[src/rtl/vga_scanout.sv]
// 640x480@60 scan-out engine: reads RGB444 words from framebuffer RAM port b with
// 2^SCALE_SHIFT pixel replication and emits pipeline-aligned RGB, HS, VS and frame_start.
module vga_scanout #(
   parameter int          H_ACTIVE    = 640,
   parameter int          H_FP        = 16,
   parameter int          H_SYNC      = 96,
   parameter int          H_BP        = 48,
   parameter int          V_ACTIVE    = 480,
   parameter int          V_FP        = 10,
   parameter int          V_SYNC      = 2,
   parameter int          V_BP        = 33,
   parameter int          SCALE_SHIFT = 2,
   parameter int          FB_WIDTH    = 160,
   parameter logic [15:0] FB_BASE     = 16'h0000,
   parameter int          RD_LATENCY  = 1
) (
   input  logic        clock,
   input  logic        reset_n,
   output logic [15:0] address,
   output logic        wren,
   output logic [15:0] data,
   input  logic [15:0] q,
   output logic [3:0]  VGA_R,
   output logic [3:0]  VGA_G,
   output logic [3:0]  VGA_B,
   output logic        HS,
   output logic        VS,
   output logic        frame_start
);

   localparam int H_TOTAL = H_ACTIVE + H_FP + H_SYNC + H_BP;
   localparam int V_TOTAL = V_ACTIVE + V_FP + V_SYNC + V_BP;
   localparam int HW      = $clog2(H_TOTAL);
   localparam int VW      = $clog2(V_TOTAL);
   localparam int PIPE    = RD_LATENCY + 2;

   localparam logic [HW-1:0] H_ACT_L  = HW'(H_ACTIVE);
   localparam logic [HW-1:0] H_SS_L   = HW'(H_ACTIVE + H_FP);
   localparam logic [HW-1:0] H_SE_L   = HW'(H_ACTIVE + H_FP + H_SYNC);
   localparam logic [HW-1:0] H_LAST_L = HW'(H_TOTAL - 1);
   localparam logic [HW-1:0] H_MASK   = HW'((1 << SCALE_SHIFT) - 1);
   localparam logic [VW-1:0] V_ACT_L  = VW'(V_ACTIVE);
   localparam logic [VW-1:0] V_ALST_L = VW'(V_ACTIVE - 1);
   localparam logic [VW-1:0] V_SS_L   = VW'(V_ACTIVE + V_FP);
   localparam logic [VW-1:0] V_SE_L   = VW'(V_ACTIVE + V_FP + V_SYNC);
   localparam logic [VW-1:0] V_LAST_L = VW'(V_TOTAL - 1);
   localparam logic [VW-1:0] V_MASK   = VW'((1 << SCALE_SHIFT) - 1);
   localparam logic [15:0]   FBW16    = 16'(FB_WIDTH);
   // Stage bits: {active, hs_n, vs_n, fs}
   localparam logic [3:0]    STG_RST  = 4'b0110;

   logic          run_q;
   logic [HW-1:0] hcnt_q, hcnt_d;
   logic [VW-1:0] vcnt_q, vcnt_d;
   logic [15:0]   col_q, col_d, row_base_q, row_base_d, addr_q, addr_d, next_base;
   logic [11:0]   rgb_q, rgb_d;
   logic          h_end, v_end, h_act, v_act, v_step;
   logic [3:0]    raw;
   logic [3:0]    stg_q  [PIPE];
   logic [3:0]    stg_in [PIPE];
   logic          q_unused;

   always_comb begin
      h_end  = (hcnt_q == H_LAST_L);
      v_end  = (vcnt_q == V_LAST_L);
      h_act  = (hcnt_q < H_ACT_L);
      v_act  = (vcnt_q < V_ACT_L);
      v_step = v_act && ((vcnt_q & V_MASK) == V_MASK);
      raw    = {h_act && v_act,
                !((hcnt_q >= H_SS_L) && (hcnt_q < H_SE_L)),
                !((vcnt_q >= V_SS_L) && (vcnt_q < V_SE_L)),
                (hcnt_q == '0) && (vcnt_q == V_ACT_L)};

      hcnt_d = h_end ? '0 : hcnt_q + 1'b1;
      vcnt_d = vcnt_q;
      if (h_end) vcnt_d = v_end ? '0 : vcnt_q + 1'b1;

      col_d = col_q;
      if (h_end)
         col_d = '0;
      else if (h_act && ((hcnt_q & H_MASK) == H_MASK))
         col_d = col_q + 16'd1;

      row_base_d = row_base_q;
      if (h_end) begin
         if (v_end)       row_base_d = FB_BASE;
         else if (v_step) row_base_d = row_base_q + FBW16;
      end

      // Outside the visible window the address is parked on the next displayed row.
      if (!v_act || vcnt_q == V_ALST_L) next_base = FB_BASE;
      else if (v_step)                  next_base = row_base_q + FBW16;
      else                              next_base = row_base_q;
      addr_d = raw[3] ? row_base_q + col_q : next_base;

      rgb_d = stg_q[PIPE-2][3] ? q[11:0] : 12'h000;
   end

   // run_q holds the counters on the first edge after reset release so that edge starts (0,0).
   always_ff @(posedge clock or negedge reset_n) begin
      if (!reset_n) begin
         run_q      <= 1'b0;
         hcnt_q     <= '0;
         vcnt_q     <= '0;
         col_q      <= '0;
         row_base_q <= FB_BASE;
         addr_q     <= FB_BASE;
         rgb_q      <= '0;
      end else begin
         run_q <= 1'b1;
         if (run_q) begin
            hcnt_q     <= hcnt_d;
            vcnt_q     <= vcnt_d;
            col_q      <= col_d;
            row_base_q <= row_base_d;
            addr_q     <= addr_d;
            rgb_q      <= rgb_d;
         end
      end
   end

   for (genvar gi = 0; gi < PIPE; gi++) begin : g_pipe
      if (gi == 0) begin : g_head
         assign stg_in[gi] = raw;
      end else begin : g_tail
         assign stg_in[gi] = stg_q[gi-1];
      end
      always_ff @(posedge clock or negedge reset_n) begin
         if (!reset_n)   stg_q[gi] <= STG_RST;
         else if (run_q) stg_q[gi] <= stg_in[gi];
      end
   end

   assign address     = addr_q;
   assign wren        = 1'b0;
   assign data        = 16'h0000;
   assign VGA_R       = rgb_q[11:8];
   assign VGA_G       = rgb_q[7:4];
   assign VGA_B       = rgb_q[3:0];
   assign HS          = stg_q[PIPE-1][2];
   assign VS          = stg_q[PIPE-1][1];
   assign frame_start = stg_q[PIPE-1][0];
   assign q_unused    = &{1'b0, q[15:12], stg_q[PIPE-1][3]};

endmodule

[config.mk]
export PLATFORM = sky130hd
export DESIGN_NAME = vga_scanout
export DESIGN_NICKNAME = d
export VERILOG_FILES = /design/src/rtl/vga_scanout.sv
export SDC_FILE = /design/constraint.sdc
export NUM_CORES = 1
export LEC_CHECK = 0
export ABC_AREA = 1
export CORE_MARGIN = 2
export CORE_UTILIZATION = 45
export DETAILED_ROUTE_END_ITERATION = 16
export PLACE_DENSITY = 0.71
export SYNTH_ARGS = -nofsm -noshare
export SYNTH_HDL_FRONTEND = slang
export SYNTH_SLANG_ARGS = --single-unit
[constraint.sdc]
create_clock -name clock -period 3.8 [get_ports clock]
set_input_delay 0.38 -clock clock [delete_from_list [all_inputs] [get_ports clock]]
set_output_delay 0.38 -clock clock [all_outputs]
set_load 0.01 [all_outputs]
==> metrics.txt <==
Layout area overhead=15.0%; Hold Path Class=in -> async; post_cts resized=0; total number of vias=4,485; number of flops mapped to enable cells by yosys=0; Crit Reg-Reg Startpoint=hcnt_q[0]$_DFFE_PN0P_; final worst path period share=61.6%; fraction of layout cells with a size suffix above 1=~7.3%; Worst-path clk slew=around 70 ps; sequential area share after synthesis=42.5%; Clock Tree Buf Depth=2; mean number of vias per cell=a little over 5; clock root buffer=clkbuf_16; area occupied by multi-input gates=0.00249 mm2; status=finished clean; antenna violations before repair=0; GRT met1 Usage=between 20% and 30%; GP Congestion=slightly above 0.9; Worst Reg-to-Reg Cells=7; Final nets=760; DR WL/cell=13.6 um; Leakage=2.97 nW; PD cells=400 mW/mm2; vias in the first global route=4,255; Final setup viols=0; final hold violations=0; flops & latches, synth=87; die area=0.0123 mm2; CP Data Required Time=4030 ps; Syn Inst Count=687; first-pass GRT wire length=20,000 um; Site Rows=39; skew final=7.57 ps; 1st-pass router iterations=5; largest net degree at the start of global routing=68; Synth warnings=0; number of post-CTS setup repair buffers=0; Initial Utilization=45.6%; Residual DRC=0; Diodes inserted=0; Crit Path Category=reg -> reg; Synth cell types=between 40 and 50; Post-synth top flop=dfrtp_1; Port Buffers=44; setup TNS=0 ps; Reg2Reg Capture Point=row_base_q[9]$_DFFE_PN0P_; GRT Total Usage=19.7%; GRT overflow=0; Crit. End Element=flop; Final HPWL DP=8540 um; Min Hold Slack=119 ps; IO Pins=66; Storage cell area=0.00218 mm2; Filler Cells Inserted=1,061; ANT nets after route=0; core area=0.0113 mm2; RSZ-0062 raised after global routing=false; CTS tree=built; fmax=0.427 GHz; Yosys top cell area share=39.4%; cts bufs inserted=9; Worst-Margin Slew=869 ps; first-iteration detailed-routing DRC count=291; Worst VDD drop=0.260 mV; Die W=111 um; Chip Height=~110 um; Slew Viols, Final=0; max_cap viols=0; commonest non-fill, non-tap cells in the layout=nand2_1 (208), dfrtp_1 (81), inv_1 (74); Post-CTS Hold Buffers=0; met2 Use GR=31.6%; Mean Syn Cell Area=7.48 um2; fin util=52.5%; Synth async-reset ratio=100%; CP Launch Type=flop; leading post-synthesis cells by cell area=dfrtp_1 (39%), nand2_1 (15%), inv_1 (5.4%); GRT met3 Usage=3.17%; relative slew slack=a little over two fifths; H-Tree Depth=3; flop2flop setup slack=approximately 1500 ps; most common cell after layout, fill and taps aside=nand2_1; clk sinks=87; final worst path period need=2340 ps; Yosys top cell by area=dfrtp_1; Worst-Skew Late Latency=340 ps; DRT Wirelength=around 12,000 um; layer with the highest usage=met2; worst-path maximum fanout=11; Worst Path Arrival=2570 ps; Synth Cell Area=~0.005 mm2
logic make-up (layout without fill, tap and decap cells):
family	count (synthesis)	in the layout	share of synthesized area [%]
and+or+nand+nor	381	381	32.7
buffers and inverters	114	142	10.3
DFF	87	87	42.5
AOI/OAI and AO/OA	71	71	7.77
adders and majority gates	16	16	3.89
xor gates and xnor gates	16	16	2.73
other	2	18	0.146
worst max-delay path, cell delays in order, from the launching register on:
cell     delay (ps)
dfrtp_1         390
ha_1            180
nand2_1         110
nor2_2          130
nand4_2         250
nor2_1          750
inv_1           150
a22o_1          270
per-layer routing:
layer,wire length [um],up-vias
met5,0,-
met4,216,0
met3,491,18
met2,5560,100
met1,5580,2108
li1,-,2259
through the flow:
step | setup slack, ps | std cells | cell area [um2] | power [mW]
6_report | 1460 | 874 | 5910 | 2.37
5_1_grt | 1300 | 874 | 5910 | 2.48
4_1_cts | 1480 | 874 | 5910 | 2.38
3_5_place_dp | 1520 | 858 | 5610 | 1.47
3_3_place_gp | 1550 | 858 | 5610 | 1.46
2_1_floorplan | 2210 | 703 | 5200 | 1.33
final cells by class:
class                      instances  share of cell area [%]
clock buffer                       9                    3.81
clock inverter                     7                    1.35
tap                              143                    3.03
sequential                        87                    36.9
inverter                          79                    5.01
timing repair buffer              47                    7.79
multi-input combinational        502                    42.1
worst max path at each step:
stage / startpoint / to / slack [ps] / depth (start not counted)
2_1_floorplan: vcnt_q[0]$_DFFE_PN0P_ / address[5]$_DFFE_PN0P_ / 2210 / 9
5_1_grt: hcnt_q[0]$_DFFE_PN0P_ / row_base_q[9]$_DFFE_PN0P_ / 1300 / 7
3_3_place_gp: hcnt_q[0]$_DFFE_PN0P_ / row_base_q[6]$_DFFE_PN0P_ / 1550 / 7
4_1_cts: hcnt_q[0]$_DFFE_PN0P_ / row_base_q[9]$_DFFE_PN0P_ / 1480 / 7
3_5_place_dp: hcnt_q[0]$_DFFE_PN0P_ / row_base_q[9]$_DFFE_PN0P_ / 1520 / 7
6_report: hcnt_q[0]$_DFFE_PN0P_ / row_base_q[9]$_DFFE_PN0P_ / 1460 / 7
cell usage after synthesis (5+ instances only):
library cell  instances
nand3_1              53
nor3_1               20
o21ai_1               5
nor2_1               57
dfstp_2               6
inv_1                74
nand2_2               5
buf_4                19
a31oi_1               5
nand2_1             208
ha_1                 16
clkbuf_1              5
buf_2                 5
xor2_1               15
nand4_1              16
inv_2                 5
a21oi_1              22
dfrtp_1              81
o21ai_0              27
report_power, final:
| part | leakage [nW] | switching (mW) | internal, mW | total (mW) |
|---|---|---|---|---|
| Clock | 0.148 | 0.389 | 0.517 | 0.907 |
| Combinational | 1.68 | 0.216 | 0.150 | 0.366 |
| Sequential | 1.14 | 0.0768 | 1.02 | 1.09 |
state kept, by name (all words and copies together), names as in the netlist:
signal and cells:
HS 1, VS 1, address 16, col_q 16, frame_start 1, hcnt_q 10, rgb_q 12, row_base_q 11
run_q 1, stg_in 8, vcnt_q 10
Power figures use the tool's default switching activity.
